==> config.mk <==
export PLATFORM = sky130hd
export DESIGN_NAME = sipo_deserializer
export DESIGN_NICKNAME = d
export VERILOG_FILES = /design/src/rtl/sipo_pkg.sv /design/src/rtl/sipo_out_buf.sv /design/src/rtl/sipo_deserializer.sv
export SDC_FILE = /design/constraint.sdc
export NUM_CORES = 1
export LEC_CHECK = 0
export BUFFER_PORTS_ARGS = -buffer_cell sky130_fd_sc_hd__buf_2
export CORE_AREA = 2 2 39 41
export DETAILED_ROUTE_END_ITERATION = 6
export DIE_AREA = 0 0 41 43
export SLEW_MARGIN = 25
export SYNTH_ARGS = -nofsm -noshare
export SYNTH_HDL_FRONTEND = slang
export SYNTH_SLANG_ARGS = --single-unit
==> constraint.sdc <==
create_clock -name clk -period 1.1 [get_ports clk]
set_clock_uncertainty 0.1 [all_clocks]
set_input_delay 0.22 -clock clk [delete_from_list [all_inputs] [get_ports clk]]
set_output_delay 0.22 -clock clk [all_outputs]
set_load 0.03 [all_outputs]
==> src/rtl/sipo_pkg.sv <==
// sipo_pkg: shared state encoding and default width for the SIPO receiver.
package sipo_pkg;
  typedef enum logic {IDLE, SHIFT} sipo_state_e;
  localparam int SIPO_DEFAULT_WIDTH = 4;
endpackage

==> src/rtl/sipo_out_buf.sv <==
// sipo_out_buf: one-entry valid/ready holding register with sticky overrun detection.
module sipo_out_buf
  import sipo_pkg::*;
#(
  parameter int WIDTH = SIPO_DEFAULT_WIDTH
) (
  input  logic             clk,
  input  logic             rst,
  input  logic             load,
  input  logic [WIDTH-1:0] load_data,
  input  logic             out_ready,
  input  logic             clr_overrun,
  output logic [WIDTH-1:0] parallel_out,
  output logic             out_valid,
  output logic             overrun
);
  logic [WIDTH-1:0] data_q, data_d;
  logic valid_q, valid_d, ovr_q, ovr_d, free;
  always_comb begin
    free = !valid_q || out_ready;
    data_d = (load && free) ? load_data : data_q;
    valid_d = (load && free) ? 1'b1 : (valid_q && out_ready) ? 1'b0 : valid_q;
    // a fresh drop wins over a same-cycle clear
    ovr_d = (load && !free) || (ovr_q && !clr_overrun);
  end
  always_ff @(posedge clk) begin
    if (rst) begin
      data_q <= '0;
      valid_q <= 1'b0;
      ovr_q <= 1'b0;
    end else begin
      data_q <= data_d;
      valid_q <= valid_d;
      ovr_q <= ovr_d;
    end
  end
  assign parallel_out = data_q;
  assign out_valid = valid_q;
  assign overrun = ovr_q;
endmodule

==> src/rtl/sipo_deserializer.sv <==
// sipo_deserializer: serial-in parallel-out receiver with valid/ready output and overrun flag.
// Define SIPO_MSB_FIRST_EN for MSB-first bit order; default is LSB-first.
module sipo_deserializer
  import sipo_pkg::*;
#(
  parameter int WIDTH = SIPO_DEFAULT_WIDTH,
  localparam int CNT_W = $clog2(WIDTH)
) (
  input  logic             clk,
  input  logic             rst,
  input  logic             serial_in,
  input  logic             serial_valid,
  input  logic             sync,
  output logic [WIDTH-1:0] parallel_out,
  output logic             out_valid,
  input  logic             out_ready,
  output logic             busy,
  output logic             overrun,
  input  logic             clr_overrun
);
  sipo_state_e state_q, state_d;
  logic [CNT_W-1:0] cnt_q, cnt_d;
  logic [WIDTH-1:0] sh_q, sh_d, base, shifted;
  logic load, last;
  always_comb begin
    base = sync ? '0 : sh_q;
`ifdef SIPO_MSB_FIRST_EN
    shifted = {base[WIDTH-2:0], serial_in};
`else
    shifted = {serial_in, base[WIDTH-1:1]};
`endif
    last = !sync && (cnt_q == CNT_W'(WIDTH-1));
    load = serial_valid && last;
    state_d = state_q;
    cnt_d = cnt_q;
    sh_d = sh_q;
    if (serial_valid) begin
      state_d = last ? IDLE : SHIFT;
      cnt_d = last ? '0 : (sync ? CNT_W'(1) : cnt_q + CNT_W'(1));
      sh_d = last ? '0 : shifted;
    end else if (sync) begin
      state_d = IDLE;
      cnt_d = '0;
      sh_d = '0;
    end
  end
  always_ff @(posedge clk) begin
    if (rst) begin
      state_q <= IDLE;
      cnt_q <= '0;
      sh_q <= '0;
    end else begin
      state_q <= state_d;
      cnt_q <= cnt_d;
      sh_q <= sh_d;
    end
  end
  assign busy = (state_q == SHIFT);
  sipo_out_buf #(.WIDTH(WIDTH)) u_out_buf (
    .clk(clk),
    .rst(rst),
    .load(load),
    .load_data(shifted),
    .out_ready(out_ready),
    .clr_overrun(clr_overrun),
    .parallel_out(parallel_out),
    .out_valid(out_valid),
    .overrun(overrun)
  );
endmodule

==> out/results.txt, run 1 <==
ANT nets after route = 0
Vias in the first global route = 430
Detailed Route WL = 1030 microns
Tcrit/Tclk final = 105%
Instance count of the mapped netlist = 54
CP max FO = 5
Achievable frequency = 870 MHz
Number of max-cap violations = 0
Ratio of cells with drive above 1 in the final layout = 47.3%
Cells on worst reg2reg path = 4
Ports placed on the boundary = 14
Cts bufs inserted = 3
Register bit total from synthesis = 12
Least-Margin Pin Slew = 367 ps
Iteration-0 DRC count of the detailed router = 3
Remaining DRCs = 0
Power per unit of standard cell area = 1100 mW/mm^2
Final cell utilization of the core = 51.8%
Placeable core area = 0.00138 sq mm
Synthesized-area fraction occupied by ao, oa, aoi and oai cells = 16.2%
Sort of element at the start of the critical path = register
Number of antenna violations at the first check in global routing = 0
Starting utilization of the core area = 36.3%
Number of cells in the finished layout apart from fillers = 90
Clock edge transition at the registers on the reported setup and hold paths = 70 ps
Minimum period implied by the final worst setup slack = 1150 ps
Total leakage power = 0.276 nW
Routed wirelength normalized by instance count = 11.5 microns
Worst Hold Path Cells = 3
Largest net degree at the start of global routing = 10
Total count of max-transition violations in the final report = 0
CTS Root Cell = sky130_fd_sc_hd__clkbuf_4
Number of warnings printed during yosys synthesis = 0
Total instance count after detailed placement = 85
Clock tree from TritonCTS = yes
Violations in the final reports = setup timing
Synth-to-layout area growth = 42.5%
Antenna diode count = 0
Fill cell total of the finished layout = 138
Sequential element share of the synthesized area = 47.8%
Unrepaired setup endpoints after global routing = true
Multiplexer share of the synthesized area = 0%
Cell area after synthesis = 503 sq um
Hold WS = 115 ps
Htree depth = 1
Chip width = 41 microns
Number of buffer cells added on primary ports = 13
Wire length of the first global-routing pass = 1700 microns
Standard-cell row count = 14
Die H = 43 microns
Final global-route overflow total = 0
Hold Vio Cnt, Final = 0
Largest family of logic cells by synthesized area = simple AND/OR/NAND/NOR gates
Type of destination of the critical path = register
Global-route usage over all layers = 15.0%
DR vias = 449
Endpoint required time on the critical path = 1160 ps
Synthesized net count = 62
Number of nets in the finished design = 84
Via/cell ratio = 4.99
Adder-cell share of the synthesized area = 2.49%
Setup WS pre-CTS = -114 ps
Post-synthesis cell type count = 18
Worst slew margin relative to its limit = 75.5%
Buffer levels on the longest clock path = 2
Area of the die = 0.00176 sq mm
# clock sinks = 12
Post-route setup slack = -49.8 ps
Count of endpoints failing setup in the final report = 5
Data arrival time of the critical path = 1210 ps
Kind of critical path = reg -> reg
Post-synthesis area per instance = 9.31 sq um
Parity-gate share of the synthesized area counting xor and xnor cells = 1.74%
DP Wirelength = 727 microns
IR drop worst, VDD = 719 uV
Simple-gate share of the synthesized area = 29.9%
Path type of the worst min-delay path = in -> reg
Final estimated routing congestion in global placement = 0.694
Most used cells in the layout excluding fill and tap cells = 7 x sky130_fd_sc_hd__a21oi_1, 7 x sky130_fd_sc_hd__buf_4
Status = finished with violations
Worst-Skew Late Latency = 270 ps
Total iterations of the first detailed-routing run = 4
==> final cells by class <==
class,count,area [sq um],area share [%]
multi-input cells,40,277,38.6
flip-flops and latches,12,248,34.6
repair buffers,19,150,20.9
clock buffers,3,22.5,3.14
well taps,16,20.0,2.79
==> layer usage <==
layer / share of wire (%) / vias up / track usage, %
met2: 47 / 10 / 21.9
met1: 44 / 203 / 16.5
met4: 0.97 / 0 / 6.00
met5: 0 / - / 0
li1: - / 234 / -
met3: 7.6 / 2 / 9.95
==> synth_stat cells, drive strengths merged <==
master	instances	area share, %
dfxtp	12	48
a21oi	9	9.0
nor2	5	3.7
nand2b	4	5.0
nand3b	4	6.0
o21ai	4	4.0
nand4b	3	5.2
buf	2	2.0
nor2b	2	2.5
a22oi	1	1.5
a32oi	1	1.7
and2b	1	1.7
and3b	1	2.0
ha	1	2.5
nand3	1	0.99
or2	1	1.2
or2b	1	1.5
xnor2	1	1.7
==> worst paths after layout <==
| path | from | slack (ps) | to |
|---|---|---|---|
| setup / recovery | cnt_q[0]$_SDFFE_PP0P_ | -50 | u_out_buf.parallel_out[2]$_SDFFE_PP0P_ |
| hold / removal | serial_in | 110 | u_out_buf.parallel_out[3]$_SDFFE_PP0P_ |
| setup reg to reg | cnt_q[0]$_SDFFE_PP0P_ | -50 | u_out_buf.parallel_out[2]$_SDFFE_PP0P_ |
| hold reg to reg | sh_q[1]$_SDFF_PP0_ | 370 | sh_q[1]$_SDFF_PP0_ |
==> sequential cells by signal, summed over array words and instances (netlist names) <==
signal and flops:
busy 1, u_out_buf.out_valid 1, u_out_buf.overrun 1, u_out_buf.parallel_out 4
cnt_q 2, sh_q 3
==> cells by family (layout without fill, tap and decap cells) <==
group	after synthesis	count (layout)
and+or+nand+nor	23	23
AOI/OAI and AO/OA	15	15
DFF	12	12
buffers and inverters	2	22
adders and majority gates	1	1
xor gates and xnor gates	1	1
==> worst max-delay path: stages, from the launching register on <==
cell and delay, ps:
sky130_fd_sc_hd__dfxtp_2 350, sky130_fd_sc_hd__ha_4 150, sky130_fd_sc_hd__nand3b_1 170, sky130_fd_sc_hd__o21ai_1 190
sky130_fd_sc_hd__a21oi_1 80
==> timing repair <==
action,4_1_cts,5_1_grt
resized for setup,14,12
hold buffers,0,0
endpoints found under the setup margin,12,15
buffers inserted,1,1
pin swaps,5,4
==> report_power, final <==
part,internal (mW),switching (mW),total (mW)
sequential,0.444,0.00737,0.451
combinational,0.0406,0.0358,0.0765
clock,0.127,0.136,0.262
total,0.611,0.179,0.790
==> metrics by stage <==
step / setup TNS (ps) / total power [mW] / instance area (sq um)
after floorplan: -2.32 / 0.497 / 507
after global placement: -319 / 0.529 / 612
after detailed placement: -435 / 0.529 / 612
after CTS: -108 / 0.799 / 672
after global routing: -621 / 0.838 / 717
final: -160 / 0.790 / 717
(Power assumes the default switching activity.)
==> run 2, diff against run 1 <==
--- a/config.mk
+++ b/config.mk
@@ -6,7 +6,9 @@
 export NUM_CORES = 1
 export LEC_CHECK = 0
 export BUFFER_PORTS_ARGS = -buffer_cell sky130_fd_sc_hd__buf_2
+export CAP_MARGIN = 20
 export CORE_AREA = 2 2 39 41
+export CTS_BUF_LIST = sky130_fd_sc_hd__clkbuf_8
 export DETAILED_ROUTE_END_ITERATION = 6
 export DIE_AREA = 0 0 41 43
 export SLEW_MARGIN = 25
==> out/results.txt, run 2 (synthesis gave the netlist of run 1 again) <==
Post-route setup slack = -36.3 ps
Iteration-0 DRC count of the detailed router = 3
Via/cell ratio = 5.06
Number of max-cap violations = 0
Cell family with most CP delay = flip-flops
Number of cells in the finished layout apart from fillers = 90
Cells on worst reg2reg path = 4
Ratio of cells with drive above 1 in the final layout = 43.2%
Power per unit of standard cell area = 1290 mW/mm^2
Ports placed on the boundary = 14
Worst Hold Path Cells = 3
Cell area after layout = 708 sq um
Type of destination of the critical path = register
Achievable frequency = 880 MHz
Startpoint of the most critical register-to-register path = cnt_q[0]$_SDFFE_PP0P_
Vias in the first global route = 412
Starting utilization of the core area = 36.3%
Path type of the worst min-delay path = in -> reg
Largest net degree at the start of global routing = 10
Fill cell total of the finished layout = 134
Global-route usage over all layers = 14.1%
CTS Root Cell = sky130_fd_sc_hd__clkbuf_8
Remaining DRCs = 0
Slowest CP cell = sky130_fd_sc_hd__dfxtp_2
Htree depth = 1
Unrepaired setup endpoints after global routing = true
Largest stage delay on the critical path = 340 ps
Most used cells in the layout excluding fill and tap cells = 9 x sky130_fd_sc_hd__dfxtp_1, 9 x sky130_fd_sc_hd__buf_4, 8 x sky130_fd_sc_hd__buf_2
Tcrit/Tclk final = 103%
Clock tree from TritonCTS = yes
Area of the die = 0.00176 sq mm
FF-to-FF End = u_out_buf.parallel_out[2]$_SDFFE_PP0P_
Total leakage power = 0.277 nW
Launch instance of the worst min-delay path = serial_in
Wire length of the first global-routing pass = 1600 microns
Final global-route overflow total = 0
Antenna diode count = 0
Total iterations of the first detailed-routing run = 4
IR drop worst, VDD = 1020 uV
Kind of critical path = reg -> reg
Endpoint required time on the critical path = 1130 ps
Chip width = 41 microns
Synth-to-layout area growth = 40.8%
Number of antenna violations at the first check in global routing = 0
CP max FO = 5
Worst slew margin relative to its limit = 75.6%
Hold Vio Cnt, Final = 0
Data arrival time of the critical path = 1160 ps
Routed wirelength normalized by instance count = 11.1 microns
Violations in the final reports = setup timing
Buffer levels on the longest clock path = 2
# clock sinks = 12
Standard-cell row count = 14
Number of buffer and inverter stages on the critical path = 0
Total placed instance area = 612 sq um
Final estimated routing congestion in global placement = 0.694
Count of endpoints failing setup in the final report = 5
Least-Margin Pin Slew = 366 ps
Total count of max-transition violations in the final report = 0
Worst-Skew Late Latency = 240 ps
Detailed Route WL = 1000 microns
Worst Hold Path EP = u_out_buf.parallel_out[3]$_SDFFE_PP0P_
DP Wirelength = 727 microns
Sort of element at the start of the critical path = register
Number of buffer cells added on primary ports = 13
Cts bufs inserted = 3
Die H = 43 microns
Crit-path cells = ha_4 -> nand3b_1 -> o21ai_1 -> a21oi_1
Reg-to-reg slack, setup = -40 ps
Largest register FFs = 4
Minimum period implied by the final worst setup slack = 1140 ps
Status = finished with violations
ANT nets after route = 0
Number of nets in the finished design = 84
Total instance count after detailed placement = 85
Clock edge transition at the registers on the reported setup and hold paths = 50 ps
DR vias = 455
Placeable core area = 0.00138 sq mm
## run 2: cell types whose count changed in the layout (fill, tap and decap cells not counted)
cell	previous run	this run
sky130_fd_sc_hd__buf_6	6	1
sky130_fd_sc_hd__clkbuf_8	0	3
sky130_fd_sc_hd__dfxtp_1	6	9
sky130_fd_sc_hd__dfxtp_2	6	3
sky130_fd_sc_hd__buf_2	6	8
sky130_fd_sc_hd__buf_4	7	9
sky130_fd_sc_hd__clkbuf_4	3	1
## run 2: tightest hold or removal path, delay by kind of cell
family                 cells  cell delay (ps)
buffers and inverters      1              110
AOI/OAI and AO/OA          1               50
and+or+nand+nor            1               60
## run 2: how the worst max path moves through the flow
stage	end	startpoint	slack, ps	depth (start not counted)
after floorplan	u_out_buf.parallel_out[2]$_SDFFE_PP0P_	cnt_q[1]$_SDFFE_PP0P_	-2	4
after global placement	u_out_buf.parallel_out[2]$_SDFFE_PP0P_	cnt_q[1]$_SDFFE_PP0P_	-80	4
after detailed placement	u_out_buf.parallel_out[2]$_SDFFE_PP0P_	cnt_q[1]$_SDFFE_PP0P_	-110	4
after CTS	u_out_buf.parallel_out[1]$_SDFFE_PP0P_	cnt_q[0]$_SDFFE_PP0P_	-30	4
after global routing	u_out_buf.parallel_out[1]$_SDFFE_PP0P_	cnt_q[0]$_SDFFE_PP0P_	-110	4
final	u_out_buf.parallel_out[2]$_SDFFE_PP0P_	cnt_q[0]$_SDFFE_PP0P_	-40	4
## run 2: metrics by stage
step                      worst slack, ps  utilization [%]  hold WS [ps]  setup TNS (ps)  power [mW]
after floorplan                     -2.32                -           268           -2.32       0.497
after global placement              -82.4             44.2           360            -319       0.529
after detailed placement             -114             44.2           363            -435       0.529
after CTS                           -26.9             48.6           148           -85.3       0.926
after global routing                 -114             51.2           180            -626       0.963
final                               -36.3             51.2           149            -127       0.916
## run 2: what timing repair did
item	4_1_cts	5_1_grt
setup endpoints to repair	5	12
gates resized for setup	7	13
pin swaps	4	8
hold buffers	0	0
buffers inserted	1	1
## run 2: routing by layer
metal	GRT usage, %	up-vias	wire length, microns
met4	6.00	0	0
met1	15.5	210	460
met5	0	-	0
li1	-	234	-
met2	20.0	11	478
met3	9.95	0	64
## run 2: final cells by class
class	count	area (sq um)	share of cell area (%)
Multi-Input combinational cell	40	277	39.0
Sequential cell	12	244	34.5
Timing Repair Buffer	19	126	17.8
Clock buffer	3	41.3	5.83
Tap cell	16	20.0	2.83
## run 2: power by group
group	internal, mW	switching, mW	total (mW)
logic	0.0384	0.0351	0.0735
registers	0.445	0.00689	0.452
clock network	0.240	0.150	0.390
total	0.724	0.192	0.916
==> run 3, diff against run 2 <==
--- a/config.mk
+++ b/config.mk
@@ -5,6 +5,7 @@
 export SDC_FILE = /design/constraint.sdc
 export NUM_CORES = 1
 export LEC_CHECK = 0
+export ABC_AREA = 1
 export BUFFER_PORTS_ARGS = -buffer_cell sky130_fd_sc_hd__buf_2
 export CAP_MARGIN = 20
 export CORE_AREA = 2 2 39 41
==> out/results.txt, run 3 <==
Status = finished with violations
Violations in the final reports = setup timing
Hold Vio Cnt, Final = 0
Placeable core area = 0.00138 sq mm
Number of buffer and inverter stages on the critical path = 0
Most common library cell in the layout ignoring fill and taps = sky130_fd_sc_hd__nand2_1
Detailed Route WL = 936 microns
Crit-path cells = ha_4 -> nand3_4 -> nor2_4 -> nand2_1 -> nand2_1 -> nor2_1
Final cell utilization of the core = 48.7%
DP Wirelength = 678 microns
Number of antenna violations at the first check in global routing = 0
Data arrival time of the critical path = 1150 ps
Register bit total from synthesis = 12
Cell types occupying the most area after synthesis = sky130_fd_sc_hd__dfxtp_1 49%, sky130_fd_sc_hd__nand2_1 16%, sky130_fd_sc_hd__nor2_1 9.1%
Share of synthesized registers carrying an async set or reset = 0%
Synthesized net count = 77
Global routing's busiest layer = met2
Type of destination of the critical path = register
Slowest CP cell = sky130_fd_sc_hd__dfxtp_2
Total leakage power = 0.316 nW
Cell area after layout = 674 sq um
Unrepaired setup endpoints after global routing = true
Most used cells in the layout excluding fill and tap cells = 21 x sky130_fd_sc_hd__nand2_1, 11 x sky130_fd_sc_hd__nor2_1, 9 x sky130_fd_sc_hd__dfxtp_1
Number of max-cap violations = 0
DR vias = 452
Endpoint required time on the critical path = 1140 ps
Power per unit of standard cell area = 1350 mW/mm^2
Minimum period implied by the final worst setup slack = 1110 ps
Chip width = 41 microns
Via/cell ratio = 4.39
Global-route usage over all layers = 12.8%
Remaining DRCs = 0
Largest stage delay on the critical path = 350 ps
Total iterations of the first detailed-routing run = 4
ANT nets after route = 0
Largest register FFs = 4
Vias in the first global route = 367
Cells on worst reg2reg path = 6
Antenna diode count = 0
Worst slew margin relative to its limit = 86.8%
Launch instance of the worst min-delay path = rst
Cts bufs inserted = 3
Die H = 43 microns
Tcrit/Tclk final = 101%
Ratio of cells with drive above 1 in the final layout = 31.0%
Combinational Power Share = 7.4%
Total count of max-transition violations in the final report = 0
Worst Hold Path Cells = 2
Number of cells in the finished layout apart from fillers = 103
Sort of element at the start of the critical path = register
Wire length of the first global-routing pass = 1440 microns
# clock sinks = 12
Internal Power = 0.711 mW
Ports placed on the boundary = 14
Total instance count after detailed placement = 99
Worst Hold Path EP = cnt_q[1]$_SDFFE_PP0P_
Standard-cell row count = 14
Cell family with most CP delay = simple AND/OR/NAND/NOR gates
Achievable frequency = 898 MHz
Cell area after synthesis = 494 sq um
FF-to-FF End = u_out_buf.parallel_out[0]$_SDFFE_PP0P_
IR drop worst, VDD = 647 uV
Htree depth = 1
Sequential element share of the synthesized area = 48.6%
Switching part of the total power = 22.0%
Yosys top cell area share = 48.6%
Clock tree from TritonCTS = yes
Most numerous cell on the critical path = sky130_fd_sc_hd__nand2_1
Clock edge transition at the registers on the reported setup and hold paths = 50 ps
CTS Root Cell = sky130_fd_sc_hd__clkbuf_8
Fill cell total of the finished layout = 136
Kind of critical path = reg -> reg
Number of buffer cells added on primary ports = 13
Psw = 0.200 mW
Largest net degree at the start of global routing = 9
CTS Hold Bufs = 0
Least-Margin Pin Slew = 197 ps
Final estimated routing congestion in global placement = 0.744
Post-synth top cells = 21 x sky130_fd_sc_hd__nand2_1, 12 x sky130_fd_sc_hd__dfxtp_1, 12 x sky130_fd_sc_hd__nor2_1
Instance count of the mapped netlist = 69
Worst-Skew Late Latency = 240 ps
Total placed instance area = 591 sq um
Count of endpoints failing setup in the final report = 4
Clock Power Share = 43.2%
Most frequently used flop master after synthesis = sky130_fd_sc_hd__dfxtp_1
Post-synthesis area per instance = 7.16 sq um
Starting utilization of the core area = 35.7%
Area of the die = 0.00176 sq mm
Relative contribution of sequential cells to total power = 49.5%
Met2 track utilization from global routing = 17.8%
Global routing met3 resource utilization = 4.71%
Number of nets in the finished design = 97
Number of warnings printed during yosys synthesis = 0
Final global-route overflow total = 0
Setup WS pre-CTS = -67.2 ps
Routed wirelength normalized by instance count = 9.09 microns
Reg-to-reg slack, setup = -10 ps
CP max FO = 8
Post-route setup slack = -13.1 ps
Post-synthesis cell type count = 13
Met1 usage in global routing = 14.0%
Startpoint of the most critical register-to-register path = cnt_q[1]$_SDFFE_PP0P_
Path type of the worst min-delay path = in -> reg
Top-count cell post-synth = sky130_fd_sc_hd__nand2_1
Iteration-0 DRC count of the detailed router = 8
Buffer levels on the longest clock path = 2
Cell type with the largest total area after synthesis = sky130_fd_sc_hd__dfxtp_1
Number of synthesized flops with an enable pin = 0
Synth-to-layout area growth = 36.5%
run 3: cell count changes in the layout (fill, tap and decap cells not counted), sizes merged, moves of 3 or more:
| cell | delta |
|---|---|
| buf | -5 |
| inv | +10 |
| nand2 | +21 |
| nand2b | -4 |
| nand3b | -4 |
| nand4b | -3 |
| nor2 | +8 |
| o21ai | -3 |
run 3: through the flow:
| stage | power (mW) | setup TNS, ps | hold WS (ps) |
|---|---|---|---|
| CTS | 0.924 | -122 | 125 |
| global route | 0.948 | -518 | 139 |
| finish | 0.911 | -35.8 | 135 |
| floorplan | 0.491 | 0 | 189 |
| detailed placement | 0.520 | -293 | 357 |
| global placement | 0.519 | -192 | 352 |
run 3: cell type report:
cell class | count | area (sq um) | share of cell area [%]
multi-input combinational | 47 | 239 | 35.4
tap | 16 | 20.0 | 2.97
sequential | 12 | 244 | 36.2
timing repair buffer | 15 | 92.6 | 13.7
clock buffer | 3 | 41.3 | 6.12
inverter | 10 | 37.5 | 5.57
run 3: logic make-up (layout without fill, tap and decap cells):
| family | Yosys count | in the layout | share of synthesized area (%) |
|---|---|---|---|
| buf+inv | 10 | 28 | 7.59 |
| flops | 12 | 12 | 48.6 |
| simple gates | 37 | 37 | 31.6 |
| compound gates | 9 | 9 | 9.62 |
| fa+ha+maj | 1 | 1 | 2.53 |
run 3: how the worst max path moves through the flow:
stage | from | endpoint | slack [ps] | cells after the start
floorplan | cnt_q[0]$_SDFFE_PP0P_ | u_out_buf.parallel_out[0]$_SDFFE_PP0P_ | 10 | 6
global placement | cnt_q[0]$_SDFFE_PP0P_ | u_out_buf.parallel_out[0]$_SDFFE_PP0P_ | -50 | 6
detailed placement | cnt_q[0]$_SDFFE_PP0P_ | u_out_buf.parallel_out[3]$_SDFFE_PP0P_ | -70 | 6
CTS | cnt_q[1]$_SDFFE_PP0P_ | u_out_buf.parallel_out[3]$_SDFFE_PP0P_ | -30 | 6
global route | cnt_q[1]$_SDFFE_PP0P_ | u_out_buf.parallel_out[0]$_SDFFE_PP0P_ | -100 | 6
finish | cnt_q[1]$_SDFFE_PP0P_ | u_out_buf.parallel_out[0]$_SDFFE_PP0P_ | -10 | 6
run 3: repair_timing:
action | CTS | global route
pin swaps | 4 | 4
buffers inserted | 1 | 0
setup endpoints to repair | 7 | 14
resized for setup | 5 | 9
gates cloned | 0 | 0
run 3: power groups by stage:
stage | clock network (mW) | logic, mW | registers (mW)
after CTS | 0.408 | 0.0664 | 0.450
after global routing | 0.421 | 0.0759 | 0.451
after global placement | 0 | 0.0629 | 0.457
after floorplan | 0 | 0.0290 | 0.462
after detailed placement | 0 | 0.0634 | 0.457
final | 0.393 | 0.0672 | 0.450
run 3: metal layers:
layer / vias up / part of all wire (%) / wire, microns
met5: - / 0 / 0
met4: 0 / 4.3 / 40
met3: 5 / 3.5 / 33
met2: 10 / 44 / 416
met1: 188 / 48 / 446
li1: 249 / - / -
run 3: worst reg2reg max path: cells and delay by family, from the launching register on:
| kind | cells | cell delay, ps |
|---|---|---|
| AND/OR/NAND/NOR | 5 | 420 |
| flip-flops | 1 | 350 |
| adder cells (fa/ha/maj) | 1 | 150 |
